File: config.mk
export PLATFORM = sky130hd
export DESIGN_NAME = core_run_ctrl
export DESIGN_NICKNAME = d
export VERILOG_FILES = /design/src/rtl/core_run_ctrl.sv
export SDC_FILE = /design/constraint.sdc
export NUM_CORES = 1
export LEC_CHECK = 0
export ABC_CLOCK_PERIOD_IN_PS = 3300
export CORE_UTILIZATION = 55
export CTS_CLUSTER_SIZE = 30
export DETAILED_ROUTE_END_ITERATION = 6
export DONT_BUFFER_PORTS = 1
export GPL_TIMING_DRIVEN = 1
export PLACE_DENSITY = 0.74
export SLEW_MARGIN = 20
export SYNTH_ARGS = -nofsm -noshare
export SYNTH_HDL_FRONTEND = slang
export SYNTH_SLANG_ARGS = --single-unit
File: constraint.sdc
create_clock -name clk -period 3.3 [get_ports clk]
set_input_delay 0.495 -clock clk [delete_from_list [all_inputs] [get_ports clk]]
set_output_delay 0.495 -clock clk [all_outputs]
set_load 0.01 [all_outputs]
File: src/rtl/core_run_ctrl.sv
// Run controller for the RV32I single-cycle core: streams a program into
// instruction memory, holds the core in reset, runs it and records why it stopped.
module core_run_ctrl #(
   parameter int ADDR_W     = 8,
   parameter int CNT_W      = 32,
   parameter int TIMEOUT    = 1000,
   parameter int RST_CYCLES = 2
) (
   input  logic                clk,
   input  logic                rst,
   input  logic                load_start,
   input  logic                load_valid,
   output logic                load_ready,
   input  logic [31:0]         load_data,
   input  logic                load_last,
   input  logic                run_start,
   input  logic                halt_req,
   input  logic [31:0]         core_instr,
   output logic                imem_we,
   output logic [ADDR_W-1:0]   imem_addr,
   output logic [31:0]         imem_wdata,
   output logic                core_rst,
   output logic                core_enable,
   output logic                busy,
   output logic                done,
   output logic [1:0]          halt_cause,
   output logic [CNT_W-1:0]    cycle_count,
   output logic [ADDR_W:0]     load_count,
   output logic                load_full,
   output logic [2:0]          state_dbg
);

   localparam logic [2:0] S_IDLE  = 3'd0;
   localparam logic [2:0] S_LOAD  = 3'd1;
   localparam logic [2:0] S_RESET = 3'd2;
   localparam logic [2:0] S_RUN   = 3'd3;
   localparam logic [2:0] S_HALT  = 3'd4;

   localparam logic [31:0] INSTR_EBREAK = 32'h0010_0073;
   localparam logic [31:0] INSTR_ECALL  = 32'h0000_0073;

   localparam logic [1:0] CAUSE_HOST    = 2'd0;
   localparam logic [1:0] CAUSE_EBREAK  = 2'd1;
   localparam logic [1:0] CAUSE_ECALL   = 2'd2;
   localparam logic [1:0] CAUSE_TIMEOUT = 2'd3;

   localparam int              RC_W     = (RST_CYCLES > 1) ? $clog2(RST_CYCLES) : 1;
   localparam logic [RC_W-1:0] RC_LAST  = RC_W'(RST_CYCLES - 1);
   localparam bit              TO_EN    = (TIMEOUT != 0);
   localparam logic [CNT_W-1:0] TO_LAST = CNT_W'(TIMEOUT - 1);
   localparam logic [CNT_W-1:0] CNT_MAX = '1;
   localparam logic [ADDR_W-1:0] PTR_LAST = '1;

   logic [2:0]        state;
   logic [RC_W-1:0]   rst_cnt;
   logic [ADDR_W-1:0] ptr;
   logic              accept;
   logic              run_exit;
   logic [1:0]        exit_cause;

   // Load handshake: a word transfers on a rising edge where load_valid and
   // load_ready are both high; load_valid may rise at any time and must hold
   // with load_data/load_last until that edge. halt_req in the same cycle wins
   // and the offered word is dropped.
   assign accept = (state == S_LOAD) && load_valid && !halt_req;

   // The write pointer is the low part of the word count; the MSB only
   // becomes set once the whole memory has been filled.
   assign ptr = load_count[ADDR_W-1:0];

   always_comb begin
      run_exit   = 1'b0;
      exit_cause = CAUSE_HOST;
      if (halt_req) begin
         run_exit   = 1'b1;
         exit_cause = CAUSE_HOST;
      end else if (core_instr == INSTR_EBREAK) begin
         run_exit   = 1'b1;
         exit_cause = CAUSE_EBREAK;
      end else if (core_instr == INSTR_ECALL) begin
         run_exit   = 1'b1;
         exit_cause = CAUSE_ECALL;
      end else if (TO_EN && (cycle_count == TO_LAST)) begin
         run_exit   = 1'b1;
         exit_cause = CAUSE_TIMEOUT;
      end
   end

   always_comb begin
      core_rst    = (state == S_IDLE) || (state == S_LOAD) || (state == S_RESET);
      core_enable = (state == S_RUN);
      load_ready  = (state == S_LOAD);
      busy        = (state == S_LOAD) || (state == S_RESET) || (state == S_RUN);
      done        = (state == S_HALT);
      state_dbg   = state;
   end

   always_ff @(posedge clk or posedge rst) begin
      if (rst) begin
         state       <= S_IDLE;
         rst_cnt     <= '0;
         imem_we     <= 1'b0;
         imem_addr   <= '0;
         imem_wdata  <= '0;
         halt_cause  <= CAUSE_HOST;
         cycle_count <= '0;
         load_count  <= '0;
         load_full   <= 1'b0;
      end else begin
         imem_we <= 1'b0;
         case (state)
            S_IDLE, S_HALT: begin
               if (load_start) begin
                  state      <= S_LOAD;
                  load_count <= '0;
                  load_full  <= 1'b0;
               end else if (run_start) begin
                  state       <= S_RESET;
                  rst_cnt     <= '0;
                  cycle_count <= '0;
                  halt_cause  <= CAUSE_HOST;
               end
            end
            S_LOAD: begin
               if (halt_req) begin
                  state <= S_IDLE;
               end else if (accept) begin
                  imem_we    <= 1'b1;
                  imem_addr  <= ptr;
                  imem_wdata <= load_data;
                  load_count <= load_count + 1'b1;
                  if (ptr == PTR_LAST) begin
                     load_full <= 1'b1;
                     state     <= S_IDLE;
                  end else if (load_last) begin
                     state <= S_IDLE;
                  end
               end
            end
            S_RESET: begin
               if (rst_cnt == RC_LAST) begin
                  state <= S_RUN;
               end else begin
                  rst_cnt <= rst_cnt + 1'b1;
               end
            end
            S_RUN: begin
               // The exiting cycle is still counted: the core executed it.
               if (cycle_count != CNT_MAX) begin
                  cycle_count <= cycle_count + 1'b1;
               end
               if (run_exit) begin
                  state      <= S_HALT;
                  halt_cause <= exit_cause;
               end
            end
            default: begin
               state <= S_IDLE;
            end
         endcase
      end
   end

endmodule

* After elaboration in Yosys (flattened, before gate mapping)
Cells that the tools add are included.
** Word-level totals
- Input port bits :: 71
- Output and inout bits :: 93
- Bits in registers :: 89
** Operators by class
- Add/sub/neg operators :: 3
- Muxes and demuxes :: 41
- Bitwise logic cells :: 1
- Equality and inequality tests :: 21
- Reduce and logical (&&, ||, !) cells :: 19
** Operator list (count)
- 2-to-1 mux 32 bit :: 3
- one-hot mux 32 bit (2 select lines) :: 1
- adder 32 x 1 -> 32 bit (second input constant) :: 1
- == test 32 x 10 -> 1 bit (second input constant) :: 1
- == test 32 x 21 -> 1 bit (second input constant) :: 1
- == test 32 x 7 -> 1 bit (second input constant) :: 1
- != test 32 bit (second input constant) :: 1
- 2-to-1 mux 9 bit :: 3
- 2-to-1 mux 3 bit :: 8
- one-hot mux 9 bit (2 select lines) :: 1
- 2-to-1 mux 1 bit :: 14
- 2-to-1 mux 2 bit :: 7
- one-hot mux 3 bit (4 select lines) :: 1
- AND reduction 4 bit :: 3
- != test 2 bit (second input constant) :: 5
- AND reduction 5 bit :: 2
- adder 9 x 1 -> 9 bit (second input constant) :: 1
- == test 8 bit (second input constant) :: 1
- != test 2 x 1 -> 1 bit (second input constant) :: 4
- == test 3 x 2 -> 1 bit (second input constant) :: 2
- AND reduction 3 bit :: 2
- nonzero test 2 bit :: 3
- logical OR 1 bit :: 4
- != test 4 x 1 -> 1 bit (second input constant) :: 1
- other kinds (12) :: 14

* Logic depth before layout (Yosys ltp)
Gate-level depths: netlist of run 1.
- Depth after elaboration :: 7
- Depth in mapped cells :: 8

* Least setup slack after synthesis of run 1
Ideal clock, no wire load.
- Path kind :: register to register
- Start :: register state[1], in the netlist state_dbg[1]
- End :: register cycle_count[27]
- Cell stages (with the launch flop) :: 8
- Period minus slack after synthesis :: 2226 ps
- Path slack :: 1074 ps
- Arrival :: 2148 ps
- Cell sequence :: dfrtp_1 buf_4 nor4b_4 nor2_2 or3_1 buf_2 or4_1 a21oi_1
** Between the ends
- Cells in the longest elaborated chain, start to end :: 4
- Elaborated cells between the ends (all ways) :: 10
** Ends and longest elaborated chain
- start: declaration :: line 54 : logic [2:0] state;
- start signal: assignment :: line 100 : state <= S_IDLE;
- start signal: assignment :: line 114 : state <= S_LOAD;
- start signal: assignment :: line 118 : state <= S_RESET;
- == test 3 bit or zero test 3 bit (tied branches) :: line 111 : case (state)
- OR reduction 2 bit :: line 111
- != test 2 bit (no line) or nonzero test 2 bit (tied branches)
- AND reduction 4 bit (no line)
- end signal: assignment :: line 150 : cycle_count <= cycle_count + 1'b1;
- end: declaration :: line 27 : output logic [CNT_W-1:0] cycle_count,
Several ways; a longest one is shown, not always the timed one.
A chain may end at the register's enable or synchronous reset.

* Final worst setup path of run 1
Same ends and word-level chain as after synthesis.

==> impl_metrics.csv, run 1 <==
group,metric,value,unit
logic_synthesis,yosys_register_bits,89,
logic_synthesis,synth_edf_count,0,
logic_synthesis,synth_flop_cell,"dfrtp_1",
layout,drive_above_1_share,0.0571,
drt,num_vias,3849,
sta,relSlewSlack,0.538,
layout,final_area,0.00469,sq mm
floorplan,io_pins,164,
pwr,p_leak,2.11,nW
global_routing,met1_usage,0.336,
clock_network,worstSkewPairLatency,0.35,ns
logic_synthesis,syn_area_per_cell,8.74,sq um
floorplan,start_util,0.570,
placement,gp_congestion,0.877,
global_routing,met3_usage,0.0796,
placement,dp.cells,594,
drt,via_per_inst,6.31,
clock_network,cts_setup_buffers,0,
layout,fin_cells,610,
clock_network,cts_sinks,89,
global_routing,busiest_layer,"met2",
global_routing,met2_usage,0.468,
global_routing,grt_max_degree,45,
global_routing,grt_pass1_vias,3706,
worst_setup_path,path_cells,"nand3b_1, inv_2, nor2_2, or3_1, or4_1, a21oi_1",
clock_network,htree_levels,3,
logic_synthesis,synth_area,0.00443,sq mm
layout,area_growth,5.93,%
sta,worstMarginPinSlew,0.692,ns
placement,postPlaceCellArea,0.00452,sq mm
floorplan,core_area,0.00777,sq mm
clock_network,root_buffer,"clkbuf_8",
sta,rsz0062_at_grt,"no",
pwr,vdd_drop_max,289,uV
worst_setup_path,crit_arrival,2.85,ns
drt,wl_per_cell,18.2,um
clock_network,cts_tree,"built",
sta,finalHoldViolCount,0,
clock_network,clockBufferDepth,2,
placement,dp_slack,0.763,ns
sta,setup_viol,0,
logic_synthesis,synth-xor-area-share,0.00593,
floorplan,dieHeight,91.8,um
sta,fin_crit,2.56,ns
floorplan,die-area,0.00842,sq mm
worst_setup_path,required,3.59,ns
logic_synthesis,synthAdderAreaFrac,0.00565,
worst_setup_path,startpoint_type,"flip-flop",
global_routing,grt_pass1_wl,18300,um
layout,post-route-util,0.604,
logic_synthesis,syn_inst,507,
global_routing,antenna_found_initial,0,
sta,maxSlewViolCount,0,
global_routing,grtUsageTotal,0.274,
run,drv_cap,0,
drt,routed_wl,11100,um
worst_setup_path,cp_max_fo,14,
clock_network,cts_resized,0,
logic_synthesis,synth_warnings,0,
sta,layout_worst_path_cycle_share,0.776,
drt,dr.pass1.iters,4,
global_routing,grt_remaining_overflow,0,
clock_network,hold_buffers,0,
logic_synthesis,synth_top_family_by_area,"simple AND/OR/NAND/NOR gates",
sta,setup_slack,0.738,ns
placement,dp_hpwl,8100,um
worst_setup_path,crit_type,"flip-flop to flip-flop",
pwr,power_per_cell_area,656,mW/mm^2
clock_network,clk_pin_slew,0.09,ns
worst_hold_path,worstHoldPathType,"input pin to asynchronous set/reset pin",
worst_setup_path,slowest_delay,0.64,ns
layout,final_common_cell,"nand2_1",
sta,finalClockSkew,0.0127,ns
logic_synthesis,yosys.area_share.simple,0.344,
worst_setup_path,path_buf_inv,1,
worst_setup_path,cp_top_family,"simple AND/OR/NAND/NOR gates",
pwr,power,3.08,mW
sta,hold_ws,0.0965,ns
floorplan,row_count,32,
sta,tns,0,ns
logic_synthesis,synth-compound-area-share,0.0977,
sta,clock.fmax,390,MHz
logic_synthesis,ys_types,47,
layout,final_cell_mix,"152 x nand2_1, 89 x dfrtp_1, 23 x a21oi_1",
logic_synthesis,async_reset_ff_frac,1.00,
logic_synthesis,synth_mux_area_frac,0.0158,
layout,diodes,0,
worst_setup_path,end_kind,"flip-flop",
status,status,"completed",
worst_setup_path,r2r-start,"state_dbg[1]$_DFFE_PP0P_",
drt,drc,0,
clock_network,numCtsBuffers,9,
drt,drtAntennaViolNets,0,
placement,port_buffers,0,
drt,drt_iter0_drc,128,
worst_setup_path,startpoint,"state_dbg[1]$_DFFE_PP0P_",
layout,nets,576,
floorplan,die_width,91.8,um
logic_synthesis,yosysSeqAreaShare,0.503,
worst_setup_path,crit_slowest_cell,"dfrtp_1",
logic_synthesis,synth_nets,580,
routing by layer:
layer,vias up,part of all wire
li1,1800,-
met1,1879,0.40
met2,151,0.49
met3,19,0.090
met4,0,0.023
met5,-,0
where the power goes:
group / internal, mW / total, mW / switching [mW]
Clock: 0.282 / 0.679 / 0.397
Combinational: 0.231 / 0.661 / 0.430
Sequential: 1.35 / 1.74 / 0.390
path summary, 6_finish.rpt:
check	slack (ns)	to	cells after the start
min in group clk	0.24	imem_wdata[29]$_DFFE_PP0P_	2
hold / removal	0.1	imem_wdata[24]$_DFFE_PP0P_	1
setup reg to reg	0.74	cycle_count[27]$_DFFE_PP0P_	6
hold reg to reg	0.49	rst_cnt$_DFFE_PP0P_	2
setup / recovery	0.74	cycle_count[27]$_DFFE_PP0P_	6
max in group asynchronous	2.40	imem_wdata[27]$_DFFE_PP0P_	2
flip-flops by register name, summed over array words and instances (netlist names):
register     flops
cycle_count     32
imem_wdata      32
load_count       9
imem_addr        8
state_dbg        3
halt_cause       2
imem_we          1
load_full        1
rst_cnt          1
cells in the mapped netlist, types with 7 or more instances:
master	instances	share of area
a21oi_1	23	0.026
and3_1	9	0.013
and4_1	7	0.014
clkbuf_1	16	0.014
dfrtp_1	89	0.50
mux2i_1	7	0.016
nand2_1	152	0.13
nand3_1	20	0.023
nand4_1	20	0.028
nor2_1	19	0.016
nor4_1	13	0.018
o21ai_0	17	0.019
o21ai_1	12	0.014
o31ai_1	10	0.017
or3_1	16	0.023
or4_1	13	0.022
cell families (layout without fill, tap and decap cells):
group                      Yosys count  count (layout)
buffers and inverters               29              30
AOI/OAI and AO/OA                   74              74
adders and majority gates            2               2
DFF                                 89              89
muxes                                7               7
and+or+nand+nor                    303             303
xor gates and xnor gates             3               3
worst register-to-register path: stages (launching register included):
cell      delay, ns
dfrtp_1        0.64
nand3b_1       0.40
inv_2          0.16
nor2_2         0.13
or3_1          0.51
or4_1          0.52
a21oi_1        0.15
layout make-up:
| type | instances | area [sq um] |
|---|---|---|
| tap | 102 | 128 |
| inverter | 6 | 23.8 |
| clock inverter | 6 | 50.0 |
| fill | 694 | 3070 |
| clock buffer | 10 | 128 |
| multi-input combinational | 389 | 2080 |
| timing repair buffer | 8 | 60.1 |
| sequential | 89 | 2230 |
No activity file was read; power rests on OpenSTA's default activity.
==> run 2: changes to the inputs <==
Settings changed: ABC_CLOCK_PERIOD_IN_PS 3300 to 2100, PLACE_DENSITY 0.74 to 0.77.
Clock period 3.3 ns to 2.1 ns, I/O delays scaled along.
==> impl_metrics.csv, run 2 (synthesis results as in run 1) <==
group,metric,value,unit
status,status,"completed",
clock_network,cts_tree,"built",
worst_setup_path,crit_type,"flip-flop to flip-flop",
layout,nets,630,
floorplan,row_count,32,
floorplan,start_util,0.570,
pwr,p_leak,2.44,nW
drt,routed_wl,11900,um
pwr,power,5.35,mW
drt,via_per_inst,6.22,
run,drv_cap,0,
layout,final_common_cell,"nand2_1",
pwr,power_per_cell_area,1020,mW/mm^2
sta,relSlewSlack,0.546,
drt,dr_wl_met3,1160,um
drt,num_vias,4127,
floorplan,die-area,0.00842,sq mm
global_routing,grt_pass1_wl,18800,um
drt,drc,0,
clock_network,clk_pin_slew,0.10,ns
worst_setup_path,startpoint_type,"flip-flop",
clock_network,worstSkewPairLatency,0.35,ns
drt,drtAntennaViolNets,0,
drt,dr_wl_met2,5800,um
worst_setup_path,crit_arrival,2.34,ns
global_routing,grt_pass1_vias,3909,
clock_network,clockBufferDepth,2,
pwr,vdd_drop_max,415,uV
global_routing,antenna_found_initial,0,
layout,final_area,0.00526,sq mm
floorplan,dieHeight,91.8,um
sta,tns,0,ns
worst_setup_path,r2r_slack,0.03,ns
worst_setup_path,cp_max_fo,8,
sta,fin_crit,2.07,ns
sta,finalHoldViolCount,0,
layout,final_cell_mix,"151 x nand2_1, 85 x dfrtp_1, 58 x buf_4",
layout,post-route-util,0.677,
sta,maxSlewViolCount,0,
layout,diodes,0,
drt,wl_met1,4730,um
layout,fin_cells,664,
placement,dp.cells,639,
sta,setup_viol,0,
drt,drt_iter0_drc,214,
global_routing,grt_max_degree,45,
worst_hold_path,worstHoldPathType,"input pin to flip-flop",
drt,wl_per_cell,18.0,um
layout,area_growth,18.6,%
global_routing,grtUsageTotal,0.281,
clock_network,numCtsBuffers,9,
sta,worstMarginPinSlew,0.680,ns
floorplan,core_area,0.00777,sq mm
sta,finalClockSkew,0.0109,ns
layout,reg.largest.list,"cycle_count (32), imem_wdata (32), load_count (9)",
drt,highest_layer,"met4",
sta,rsz0062_at_grt,"yes",
sta,layout_worst_path_cycle_share,0.984,
worst_setup_path,end_kind,"flip-flop",
placement,dp_slack,0.00806,ns
global_routing,grt_remaining_overflow,0,
placement,postPlaceCellArea,0.00489,sq mm
placement,port_buffers,0,
clock_network,cts_sinks,89,
placement,dp_hpwl,8420,um
sta,hold_ws,0.0578,ns
clock_network,htree_levels,3,
floorplan,die_width,91.8,um
sta,setup_slack,0.0342,ns
floorplan,io_pins,164,
worst_setup_path,required,2.38,ns
drt,dr.pass1.iters,6,
clock_network,root_buffer,"clkbuf_8",
sta,clock.fmax,484,MHz
layout,drive_above_1_share,0.178,
placement,gp_congestion,0.913,
## run 2: area by class of cell
cell class                      count  area, sq um
Fill cell                         620         2510
Sequential cell                    89         2230
Multi-Input combinational cell    389         2150
Timing Repair Buffer               62          490
Tap cell                          102          128
Clock buffer                        9          124
Clock inverter                      7          100
Inverter                            6         26.3
## run 2: worst max-delay path, cell delays in order (launching register included)
cell	delay, ns
dfrtp_1	0.38
buf_4	0.17
nand4_1	0.23
nor4_1	0.44
o311ai_2	0.24
or3_1	0.39
a21oi_1	0.14
## run 2: layer usage
layer  GRT usage  vias up
li1            -     1901
met5           0        -
met2       0.467      219
met3      0.0813       31
met4      0.0859        0
met1       0.358     1976
## run 2: worst paths after layout
path,endpoint,depth (start not counted),start
max in group asynchronous,cycle_count[28]$_DFFE_PP0P_,3,rst
min reg2reg,rst_cnt$_DFFE_PP0P_,2,rst_cnt$_DFFE_PP0P_
max reg2reg,cycle_count[20]$_DFFE_PP0P_,6,cycle_count[2]$_DFFE_PP0P_
max,cycle_count[20]$_DFFE_PP0P_,6,cycle_count[2]$_DFFE_PP0P_
min,imem_wdata[23]$_DFFE_PP0P_,2,load_data[23]
min in group asynchronous,load_count[0]$_DFFE_PP0P_,2,rst
## run 2: where the power goes
group          switching, mW  internal (mW)  total (mW)
registers              0.486           2.13        2.61
clock network          0.646          0.681        1.33
logic                  0.860          0.548        1.41
## run 2: repair_timing
action,4_1_cts,5_1_grt
hold buffers,1,0
setup buffers,0,7
pin swaps,0,1
resized for setup,1,19
hold endpoints to repair,24,0
cloned,0,1
endpoints found under the setup margin,1,27
==> run 3: changes to the inputs <==
Settings changed: CELL_PAD_IN_SITES_DETAIL_PLACEMENT set to 0, CELL_PAD_IN_SITES_GLOBAL_PLACEMENT set to 1, CORE_UTILIZATION 55 to 41, PLACE_DENSITY 0.77 to 0.79.
==> impl_metrics.csv, run 3 (synthesis results as in run 1) <==
group,metric,value,unit
worst_hold_path,min_from,"load_data[7]",
drt,num_vias,4061,
layout,final_cell_mix,"152 x nand2_1, 87 x dfrtp_1, 63 x buf_4",
sta,worstMarginPinSlew,0.633,ns
worst_hold_path,worstHoldPathType,"input pin to flip-flop",
worst_setup_path,crit_type,"flip-flop to flip-flop",
floorplan,die_width,106,um
layout,area_growth,17.9,%
status,status,"completed",
pwr,power_per_cell_area,999,mW/mm^2
sta,fin_crit,2.02,ns
placement,dp_slack,0.0278,ns
global_routing,grt_pass1_vias,3858,
sta,setup_viol,0,
sta,finalHoldViolCount,0,
sta,clock.fmax,494,MHz
drt,drc,0,
floorplan,io_pins,164,
worst_setup_path,required,2.40,ns
pwr,p_leak,2.42,nW
run,drv_cap,0,
sta,layout_worst_path_cycle_share,0.964,
pwr,vdd_drop_max,460,uV
clock_network,cts_sinks,89,
floorplan,die-area,0.0112,sq mm
global_routing,antenna_found_initial,0,
clock_network,numCtsBuffers,9,
worst_setup_path,r2r-start,"state_dbg[0]$_DFFE_PP0P_",
drt,dr.pass1.iters,4,
worst_hold_path,hold_depth,2,
worst_setup_path,startpoint_type,"flip-flop",
sta,maxSlewViolCount,0,
layout,drive_above_1_share,0.168,
floorplan,core_area,0.0104,sq mm
floorplan,start_util,0.425,
layout,diodes,0,
clock_network,clk_pin_slew,0.11,ns
clock_network,root_buffer,"clkbuf_8",
clock_network,htree_levels,3,
sta,finalClockSkew,0.0123,ns
worst_setup_path,cp_max_fo,9,
placement,dp_hpwl,9460,um
placement,gp_congestion,0.915,
floorplan,row_count,37,
drt,drtAntennaViolNets,0,
placement,port_buffers,0,
clock_network,worstSkewPairLatency,0.38,ns
worst_hold_path,hold_path_end,"imem_wdata[7]$_DFFE_PP0P_",
sta,relSlewSlack,0.578,
layout,nets,632,
layout,reg.largest.list,"cycle_count (32), imem_wdata (32), load_count (9)",
global_routing,grt_remaining_overflow,0,
drt,routed_wl,12700,um
clock_network,cts_tree,"built",
worst_setup_path,regToRegEndpoint,"cycle_count[31]$_DFFE_PP0P_",
worst_setup_path,r2r_slack,0.08,ns
drt,drt_iter0_drc,274,
worst_setup_path,crit_arrival,2.33,ns
global_routing,grt_max_degree,52,
global_routing,grt_pass1_wl,20400,um
sta,rsz0062_at_grt,"yes",
global_routing,grtUsageTotal,0.235,
drt,via_per_inst,5.80,
worst_setup_path,end_kind,"flip-flop",
drt,wl_per_cell,18.2,um
floorplan,dieHeight,106,um
layout,final_common_cell,"nand2_1",
clock_network,cts_setup_buffers,0,
worst_setup_path,r2r.worst_path.cells,5,
clock_network,clockBufferDepth,2,
sta,setup_slack,0.0765,ns
pwr,power,5.22,mW
-- run 3: through the flow --
| stage | area, sq um | hold WS [ns] | utilization | cells | setup TNS, ns |
|---|---|---|---|---|---|
| finish | 5220 | 0.0296 | 0.502 | 700 | 0 |
| global placement | 4980 | 0.381 | 0.478 | 683 | 0 |
| global route | 5220 | 0.0155 | 0.502 | 700 | -0.0456 |
| CTS | 5190 | 0.0216 | 0.498 | 700 | 0 |
| detailed placement | 4980 | 0.387 | 0.478 | 683 | 0 |
| floorplan | 4450 | 0.420 | - | 507 | -0.0314 |
-- run 3: worst max-delay path by stage --
| stage | end | depth (start not counted) | slack (ns) | startpoint |
|---|---|---|---|---|
| 2_1_floorplan | cycle_count[25]$_DFFE_PP0P_ | 7 | -0.03 | state_dbg[0]$_DFFE_PP0P_ |
| 3_3_place_gp | cycle_count[31]$_DFFE_PP0P_ | 5 | 0.10 | state_dbg[0]$_DFFE_PP0P_ |
| 3_5_place_dp | cycle_count[7]$_DFFE_PP0P_ | 6 | 0.03 | cycle_count[26]$_DFFE_PP0P_ |
| 4_1_cts | cycle_count[25]$_DFFE_PP0P_ | 5 | 0.03 | state_dbg[0]$_DFFE_PP0P_ |
| 5_1_grt | cycle_count[21]$_DFFE_PP0P_ | 5 | -0.04 | state_dbg[0]$_DFFE_PP0P_ |
| 6_report | cycle_count[31]$_DFFE_PP0P_ | 5 | 0.08 | state_dbg[0]$_DFFE_PP0P_ |
-- run 3: report_power, final --
part | switching, mW | leakage (nW) | total, mW | internal [mW]
registers | 0.516 | 1.18 | 2.64 | 2.13
clock network | 0.729 | 0.0962 | 1.19 | 0.466
logic | 0.872 | 1.14 | 1.38 | 0.511
-- run 3: area by class of cell --
type	instances	area [sq um]
well taps	136	170
fillers	1012	5190
multi-input cells	389	2120
repair buffers	64	483
inverters	6	26.3
flip-flops and latches	89	2230
clock inverters	7	67.6
clock buffers	9	124
-- run 3: per-layer routing --
metal | share of wire | global-route usage
met1 | 0.43 | 0.308
met2 | 0.46 | 0.377
met3 | 0.084 | 0.0619
met4 | 0.018 | 0.0813
met5 | 0 | 0
-- run 3: worst max-delay path, stage by stage, from the launching register on --
cell and delay [ns]:
dfrtp_2 0.46, nor4b_4 0.31, nor2_2 0.14, or4_1 0.55
or3_1 0.32, a21oi_1 0.17
-- run 3: repair_timing --
action / 4_1_cts / 5_1_grt
pin swaps: 0 / 1
resized for setup: 1 / 8
endpoints found under the setup margin: 5 / 18
hold buffers: 1 / 0
hold endpoints to repair: 38 / 0
